`config.mk`:
```
export PLATFORM = sky130hd
export DESIGN_NAME = biu_bus_arbiter
export DESIGN_NICKNAME = d
export VERILOG_FILES = /design/src/rtl/biu_bus_arbiter.sv
export SDC_FILE = /design/constraint.sdc
export NUM_CORES = 1
export LEC_CHECK = 0
export ABC_AREA = 1
export ABC_CLOCK_PERIOD_IN_PS = 1000
export BUFFER_PORTS_ARGS = -buffer_cell sky130_fd_sc_hd__buf_2
export CORE_MARGIN = 4
export CORE_UTILIZATION = 41
export CTS_CLUSTER_DIAMETER = 150
export DETAILED_ROUTE_END_ITERATION = 7
export PLACE_DENSITY = 0.73
export SETUP_SLACK_MARGIN = 0.05
export SYNTH_ARGS = -nofsm -noshare
export SYNTH_HDL_FRONTEND = slang
export SYNTH_SLANG_ARGS = --single-unit
```
`constraint.sdc`:
```
create_clock -name clk -period 1 [get_ports clk]
set_clock_uncertainty 0.05 [all_clocks]
set_input_delay 0.3 -clock clk [delete_from_list [all_inputs] [get_ports clk]]
set_output_delay 0.3 -clock clk [all_outputs]
set_load 0.005 [all_outputs]
```
`src/rtl/biu_bus_arbiter.sv`:
```
// Three-way AHB master-port arbiter for the BIU: TLB, L1 and external master.
// Ownership changes only at a quiet bus boundary, always via one parked IDLE cycle.
module biu_bus_arbiter #(
  parameter int STARVE_LIMIT = 16
) (
  input  logic       clk,
  input  logic       rst,
  input  logic       tlb_req,
  output logic       tlb_ack,
  input  logic       l1_req,
  output logic       l1_ack,
  input  logic       ext_req,
  output logic       ext_ack,
  input  logic [1:0] htrans,
  input  logic       hready,
  input  logic       hmastlock,
  output logic [1:0] owner,
  output logic       bus_busy,
  output logic [1:0] state_o,
  output logic [7:0] starve_cnt_o
);

  // Handshake: each req is a level; its ack is high for exactly as long as that
  // requester owns the bus. Once granted, the owner keeps the bus while req stays
  // high; after req drops, the ack falls one edge after the bus is quiet
  // (htrans IDLE, hready high, no lock). Acks are mutually exclusive.

  localparam logic [7:0] LIMIT = 8'(STARVE_LIMIT);

  typedef enum logic [1:0] {
    IDLE    = 2'b00,
    GNT_TLB = 2'b01,
    GNT_L1  = 2'b10,
    GNT_EXT = 2'b11
  } state_e;

  state_e     state_q, state_d;
  logic [7:0] starve_q, starve_d;
  logic       owner_req;
  logic       release_ok;
  logic       boost;

  always_ff @(posedge clk) begin
    if (rst) begin
      state_q  <= IDLE;
      starve_q <= 8'd0;
    end else begin
      state_q  <= state_d;
      starve_q <= starve_d;
    end
  end

  always_comb begin
    owner_req = 1'b0;
    case (state_q)
      GNT_TLB: owner_req = tlb_req;
      GNT_L1:  owner_req = l1_req;
      GNT_EXT: owner_req = ext_req;
      default: owner_req = 1'b0;
    endcase
  end

  assign release_ok = !owner_req && (htrans == 2'b00) && hready && !hmastlock;
  assign boost      = l1_req && (starve_q == LIMIT);

  always_comb begin
    state_d = state_q;
    case (state_q)
      IDLE: begin
        if (boost)        state_d = GNT_L1;
        else if (ext_req) state_d = GNT_EXT;
        else if (tlb_req) state_d = GNT_TLB;
        else if (l1_req)  state_d = GNT_L1;
      end
      default: begin
        if (release_ok) state_d = IDLE;
      end
    endcase
  end

  // Counts cycles L1 waits; it sits at LIMIT until L1 is finally granted.
  always_comb begin
    starve_d = starve_q;
    if (!l1_req || l1_ack)   starve_d = 8'd0;
    else if (starve_q < LIMIT) starve_d = starve_q + 8'd1;
  end

  assign owner        = state_q;
  assign tlb_ack      = (state_q == GNT_TLB);
  assign l1_ack       = (state_q == GNT_L1);
  assign ext_ack      = (state_q == GNT_EXT);
  assign bus_busy     = (state_q != IDLE);
  assign state_o      = state_q;
  assign starve_cnt_o = starve_q;

endmodule

```
==> results of run 1 <==
## registers in the layout (all words and copies together) (netlist names)
register	cells
starve_cnt_o	8
owner	2
## path summary, 6_finish.rpt
kind | to | slack [ps] | depth (start not counted)
worst min-delay path | owner[0] | 290 | 3
worst min register to register | starve_cnt_o[2] | 450 | 2
worst max-delay path | l1_ack | -260 | 3
worst max register to register | owner[1] | -230 | 7
## worst register-to-register path: stages (launching register included)
cell,delay (ps)
dfxtp_4,370
inv_6,90
nand2_4,60
buf_6,130
a31oi_1,170
nor2_1,80
nor2_1,120
nor2_1,60
## routing by layer
| layer | routed length, um | vias to the layer above | track usage |
|---|---|---|---|
| li1 | - | 384 | - |
| met1 | 706 | 351 | 0.225 |
| met2 | 1120 | 31 | 0.371 |
| met3 | 120 | 4 | 0.0391 |
| met4 | 42 | 0 | 0.114 |
| met5 | 0 | - | 0 |
## cell families (layout without fill, tap and decap cells)
| logic type | Yosys count | in the layout | share of synthesized area |
|---|---|---|---|
| adders and majority gates | 2 | 2 | 0.0416 |
| DFF | 10 | 10 | 0.333 |
| AOI/OAI and AO/OA | 11 | 11 | 0.0998 |
| buffers and inverters | 24 | 73 | 0.166 |
| xor gates and xnor gates | 1 | 1 | 0.0146 |
| and+or+nand+nor | 45 | 45 | 0.345 |
## layout make-up
type / count / area, um2
Inverter: 22 / 91.3
Tap cell: 15 / 18.8
Timing Repair Buffer: 47 / 372
Clock buffer: 4 / 36.3
Multi-Input combinational cell: 59 / 370
Sequential cell: 10 / 218
Fill cell: 80 / 228
## cells in the final DEF (no fill, tap or decap), drive strengths merged
cell    Yosys  final
buf         2     47
inv        21     21
nand2      17     17
nor2       16     16
dfxtp      10     10
nand3      10     10
a21oi       7      7
clkbuf      0      4
o21ai       3      3
ha          2      2
nand4       1      1
nor3        1      1
clkinv      1      1
a31oi       1      1
xor2        1      1
## what timing repair did
action | CTS | global route
setup buffers | 6 | 1
setup endpoints to repair | 26 | 26
resized for setup | 28 | 9
endpoints found under the hold margin | 0 | 0
pin swaps | 8 | 3
## cell usage after synthesis (all sizes together)
master	instances	share of area
nand2	17	0.12
buf	2	0.025
nand4	1	0.010
xor2	1	0.015
inv	21	0.14
a21oi	7	0.064
nand3	10	0.091
clkinv	1	0.0062
ha	2	0.042
dfxtp	10	0.33
a31oi	1	0.010
nor2	16	0.11
nor3	1	0.017
o21ai	3	0.025
## report_power, final
group	internal [mW]	leakage [nW]	switching, mW	total [mW]
logic	0.378	0.461	0.349	0.727
registers	0.439	0.0864	0.0583	0.497
clock network	0.221	0.0210	0.158	0.380
total	1.04	0.568	0.566	1.60
==> results by group, run 1 <==
Outcome
  – Outcome: complete, but fails checks
  – Failing checks: negative setup slack

Layout
  – Share of post-route cells with drive strength above 1: 0.627
  – Diodes inserted: 0
  – Final non-filler cell total: 157
  – NumNets Final: 154
  – Area growth from synthesis to layout: 83.8%
  – Utilization after layout: 0.829
  – Design area: 0.00111 mm2

STA
  – Crit path time final: 1260 ps
  – Fin. Hold Viols: 0
  – Final setup vio count: 26
  – Final worst slack: -257 ps
  – Fin crit share: 1.26
  – RSZ-0062 raised after global routing: true
  – Slew HR: 0.833
  – Worst hold margin: 288 ps
  – Setup TNS: -4400 ps
  – Slew Limit Fails: 0
  – Measured slew at the worst slew-check pin: 249 ps
  – Peak Freq: 795 MHz

Clocking
  – Post-CTS Hold Buffers: 0
  – Clock Latency Late Sink: 270 ps
  – Max Root-Sink Buffers: 2
  – Clock slew at reported path FFs: 70 ps
  – Clock sink total: 10
  – CTS Buf Count: 3
  – Htree depth: 1
  – CTS tree: yes
  – Clk root buf: clkbuf_4

Power
  – VDD IR-drop max: 1.22 mV
  – Static Leak: 0.568 nW
  – Pwr Density: 1450 mW/mm2
  – Overall Power: 1.60 mW

Synth
  – Avg Synthesized Cell Area: 6.47 um2
  – Synthesis Warnings: 0
  – Sequential share of the synthesized area: 0.333
  – Mapped Cells: 93
  – Synth Register Bits: 10
  – Syn nets: 104
  – Post-synth cell types: 20
  – Mapped cell area: 602 um2

Setup path
  – Slowest CP cell: dfxtp_4
  – Worst Setup SP: owner[1]
  – CP cell instances: inv_6 -> nor2_4 -> buf_2
  – CP endpoint kind: output pin
  – CP delay by family, top: flip-flops
  – Largest stage delay, worst path: 380 ps
  – Critical path type: reg2out
  – RR Startpoint: owner[1]
  – Max FO, Critical Path: 5
  – Critical Path AT: 910 ps
  – Critical path data required time: 650 ps
  – Startpoint types: flop
  – Worst path bufs/invs: 2

Worst hold path
  – Worst Hold Launch: rst
  – Worst min path class: in2reg

Floorplan
  – Die Area: 0.00214 mm2
  – Initial core utilization: 0.451
  – DIE HEIGHT: 46.3 um
  – Cell row count: 13
  – Core Area: 0.00133 mm2
  – Die X: 46.3 um
  – IO Count: 25

Place
  – DP HPWL: 1.29 mm
  – Area post-placement: 876 um2
  – DP Cell Count: 146
  – I/O Buffers: 24
  – Global placement routability congestion: 0.807
  – Post-Place Setup Slack: -169 ps

Global routing
  – Initial antenna violation count: 0
  – Largest net degree at the start of global routing: 8
  – GRT Total Usage: 0.207
  – Number of global-route vias before repair: 700
  – First-pass GRT wire length: 3.04 mm
  – Total gr overflow: 0

Run
  – Max_cap viols: 0

Routing
  – Routed wire length per instance: 12.7 um
  – Post-DRT Antenna Nets: 0
  – Initial DRC Count: 7
  – Post-Route WL: 1.99 mm
  – DRC: 0
  – Vias per inst: 4.90
  – Via Count: 770
  – DRT Pass-1 Iters: 4
Power figures use the tool's default switching activity.
==> inputs of run 2 (changes only) <==
--- a/config.mk
+++ b/config.mk
@@ -10,3 +10,3 @@
 export BUFFER_PORTS_ARGS = -buffer_cell sky130_fd_sc_hd__buf_2
-export CORE_MARGIN = 4
+export CORE_MARGIN = 2
 export CORE_UTILIZATION = 41
--- a/constraint.sdc
+++ b/constraint.sdc
@@ -4,2 +4,2 @@
 set_output_delay 0.3 -clock clk [all_outputs]
-set_load 0.005 [all_outputs]
+set_load 0.01 [all_outputs]
==> run 2 against run 1 <==
- largest power group unchanged
- critical path depth stayed put
- global-route usage is 2.0 points higher
- combinational power is 7.3% higher
- critical endpoint unchanged
- setup slack worse by 16 ps
- clock power is 4% lower
- count of clock-buffer cells in the layout stayed put
- wire length is 3.7% lower
- the run still ends with negative setup slack left
- largest cell class is now multi-input combinational cells
- hold slack worse by 13 ps
==> results by group, run 2 (synthesis results as in run 1) <==
Outcome
  – Outcome: complete, but fails checks
  – Failing checks: negative setup slack

Setup path
  – R2R Setup Slk: -210 ps
  – Startpoint types: flop
  – Critical path data required time: 650 ps
  – CP endpoint kind: output pin
  – R2r worst-path depth: 8
  – Critical Path AT: 920 ps
  – Max FO, Critical Path: 5
  – RR Startpoint: owner[0]
  – Reg2reg end: owner[1]
  – Critical path type: reg2out

Floorplan
  – Initial core utilization: 0.451
  – Die X: 42.3 um
  – Core Area: 0.00133 mm2
  – IO Count: 25
  – Cell row count: 13
  – DIE HEIGHT: 42.3 um
  – Die Area: 0.00179 mm2

Power
  – Flop pwr share: 0.303
  – Psw: 0.584 mW
  – Internal power: 1.06 mW
  – Comb power frac: 0.474
  – Pwr Density: 1510 mW/mm2
  – Static Leak: 0.552 nW
  – VDD IR-drop max: 0.919 mV
  – Switch share: 0.355
  – Clock network fraction of total power: 0.223

Clocking
  – Clock slew at reported path FFs: 70 ps
  – Clock sink total: 10
  – Max Root-Sink Buffers: 2
  – Htree depth: 1
  – Clk root buf: clkbuf_4
  – CTS Buf Count: 3
  – CTS tree: yes
  – Post-CTS Hold Buffers: 0
  – Clock Latency Late Sink: 270 ps

Layout
  – Max reg flops: 8
  – Area growth from synthesis to layout: 80.9%
  – Filler cell count: 88
  – Share of post-route cells with drive strength above 1: 0.572
  – Most frequent cells in the layout: buf_6 (17), nand2_1 (15), buf_4 (14)
  – Utilization after layout: 0.816
  – Diodes inserted: 0
  – Leading cell type in the layout, fill and taps excluded: buf_6
  – NumNets Final: 150

Place
  – Global placement routability congestion: 0.759
  – DP HPWL: 1.15 mm
  – I/O Buffers: 24

STA
  – Slew HR: 0.798
  – RSZ-0062 raised after global routing: true
  – Final setup vio count: 26
  – Setup TNS: -4330 ps
  – Fin. Hold Viols: 0
  – Fin crit share: 1.27
  – Slew Limit Fails: 0
  – Peak Freq: 786 MHz
  – Final worst slack: -273 ps
  – Measured slew at the worst slew-check pin: 302 ps
  – Crit path time final: 1270 ps

Routing
  – Via Count: 733
  – Post-DRT Antenna Nets: 0
  – DRT Pass-1 Iters: 6
  – Routed wire length per instance: 12.5 um
  – Post-Route WL: 1.92 mm
  – Vias per inst: 4.79
  – DRC: 0
  – Initial DRC Count: 21

Global routing
  – First-pass GRT wire length: 3.11 mm
  – Total gr overflow: 0
  – Initial antenna violation count: 0
  – Largest net degree at the start of global routing: 7
  – GRT Total Usage: 0.228
  – Number of global-route vias before repair: 719

Run
  – Max_cap viols: 0

Worst hold path
  – Worst Hold Launch: rst
  – Hold Crit Depth: 4
  – Worst min path class: in2reg
  – Worst Hold Endpoint: starve_cnt_o[4]
-- run 2: cell count changes in the layout (fill, tap and decap cells not counted), moves of 2 or more --
| cell | delta |
|---|---|
| nor2_2 | -2 |
| nand3_1 | +2 |
| buf_2 | -3 |
| a21oi_2 | -3 |
| a21oi_1 | +2 |
| buf_6 | +2 |
| dfxtp_4 | +2 |
| dfxtp_2 | -2 |
| nor2_1 | +2 |
| inv_4 | +2 |
| nand3_2 | -2 |
| buf_4 | -3 |
-- run 2: layout make-up --
| class | instances | area (um2) | share of cell area |
|---|---|---|---|
| clock buffers | 4 | 36.3 | 0.0333 |
| flip-flops and latches | 10 | 223 | 0.205 |
| multi-input cells | 59 | 359 | 0.330 |
| well taps | 15 | 18.8 | 0.0172 |
| repair buffers | 43 | 357 | 0.328 |
| inverters | 22 | 95.1 | 0.0874 |
-- run 2: per-stage QoR --
stage               power, mW  std cells  hold WS [ps]  instance area [um2]  setup WS (ps)
global route             1.74        153           260                 1090           -320
global placement         1.02        140           387                  853           -110
floorplan               0.838         93           303                  654          -38.2
detailed placement       1.04        140           386                  853           -159
CTS                      1.59        151           261                 1060           -274
finish                   1.64        153           274                 1090           -273
-- run 2: worst max path at each step --
stage                               start               to  slack [ps]  cells past startpoint
after global routing             owner[1]          tlb_ack        -320                      4
after global placement    starve_cnt_o[6]  starve_cnt_o[2]        -110                      6
after floorplan           starve_cnt_o[1]         owner[1]         -40                      8
after detailed placement           l1_req  starve_cnt_o[3]        -160                      5
final                            owner[1]           l1_ack        -270                      3
after CTS                        owner[1]           l1_ack        -270                      3
-- run 2: per-layer routing --
layer	part of all wire	wire length (um)	up-vias	track usage
li1	-	-	371	-
met1	0.40	769	322	0.244
met2	0.51	976	32	0.418
met3	0.059	114	8	0.0690
met4	0.030	57	0	0.0750
met5	0	0	-	0
-- run 2: timing repair --
action                                  4_1_cts  5_1_grt
setup buffers                                 7        2
pin swaps                                     4        3
endpoints found under the setup margin       26       26
resized for setup                            26        5
-- run 2: critical path: stages (launching register included) --
cell	delay, ps
dfxtp_4	380
inv_6	50
nor2_4	100
buf_6	120
-- run 2: power groups by stage --
stage / Clock [mW] / Sequential (mW) / Combinational, mW
floorplan: 0 / 0.512 / 0.327
global placement: 0 / 0.500 / 0.522
detailed placement: 0 / 0.501 / 0.535
CTS: 0.376 / 0.494 / 0.724
global route: 0.396 / 0.506 / 0.841
finish: 0.366 / 0.498 / 0.780
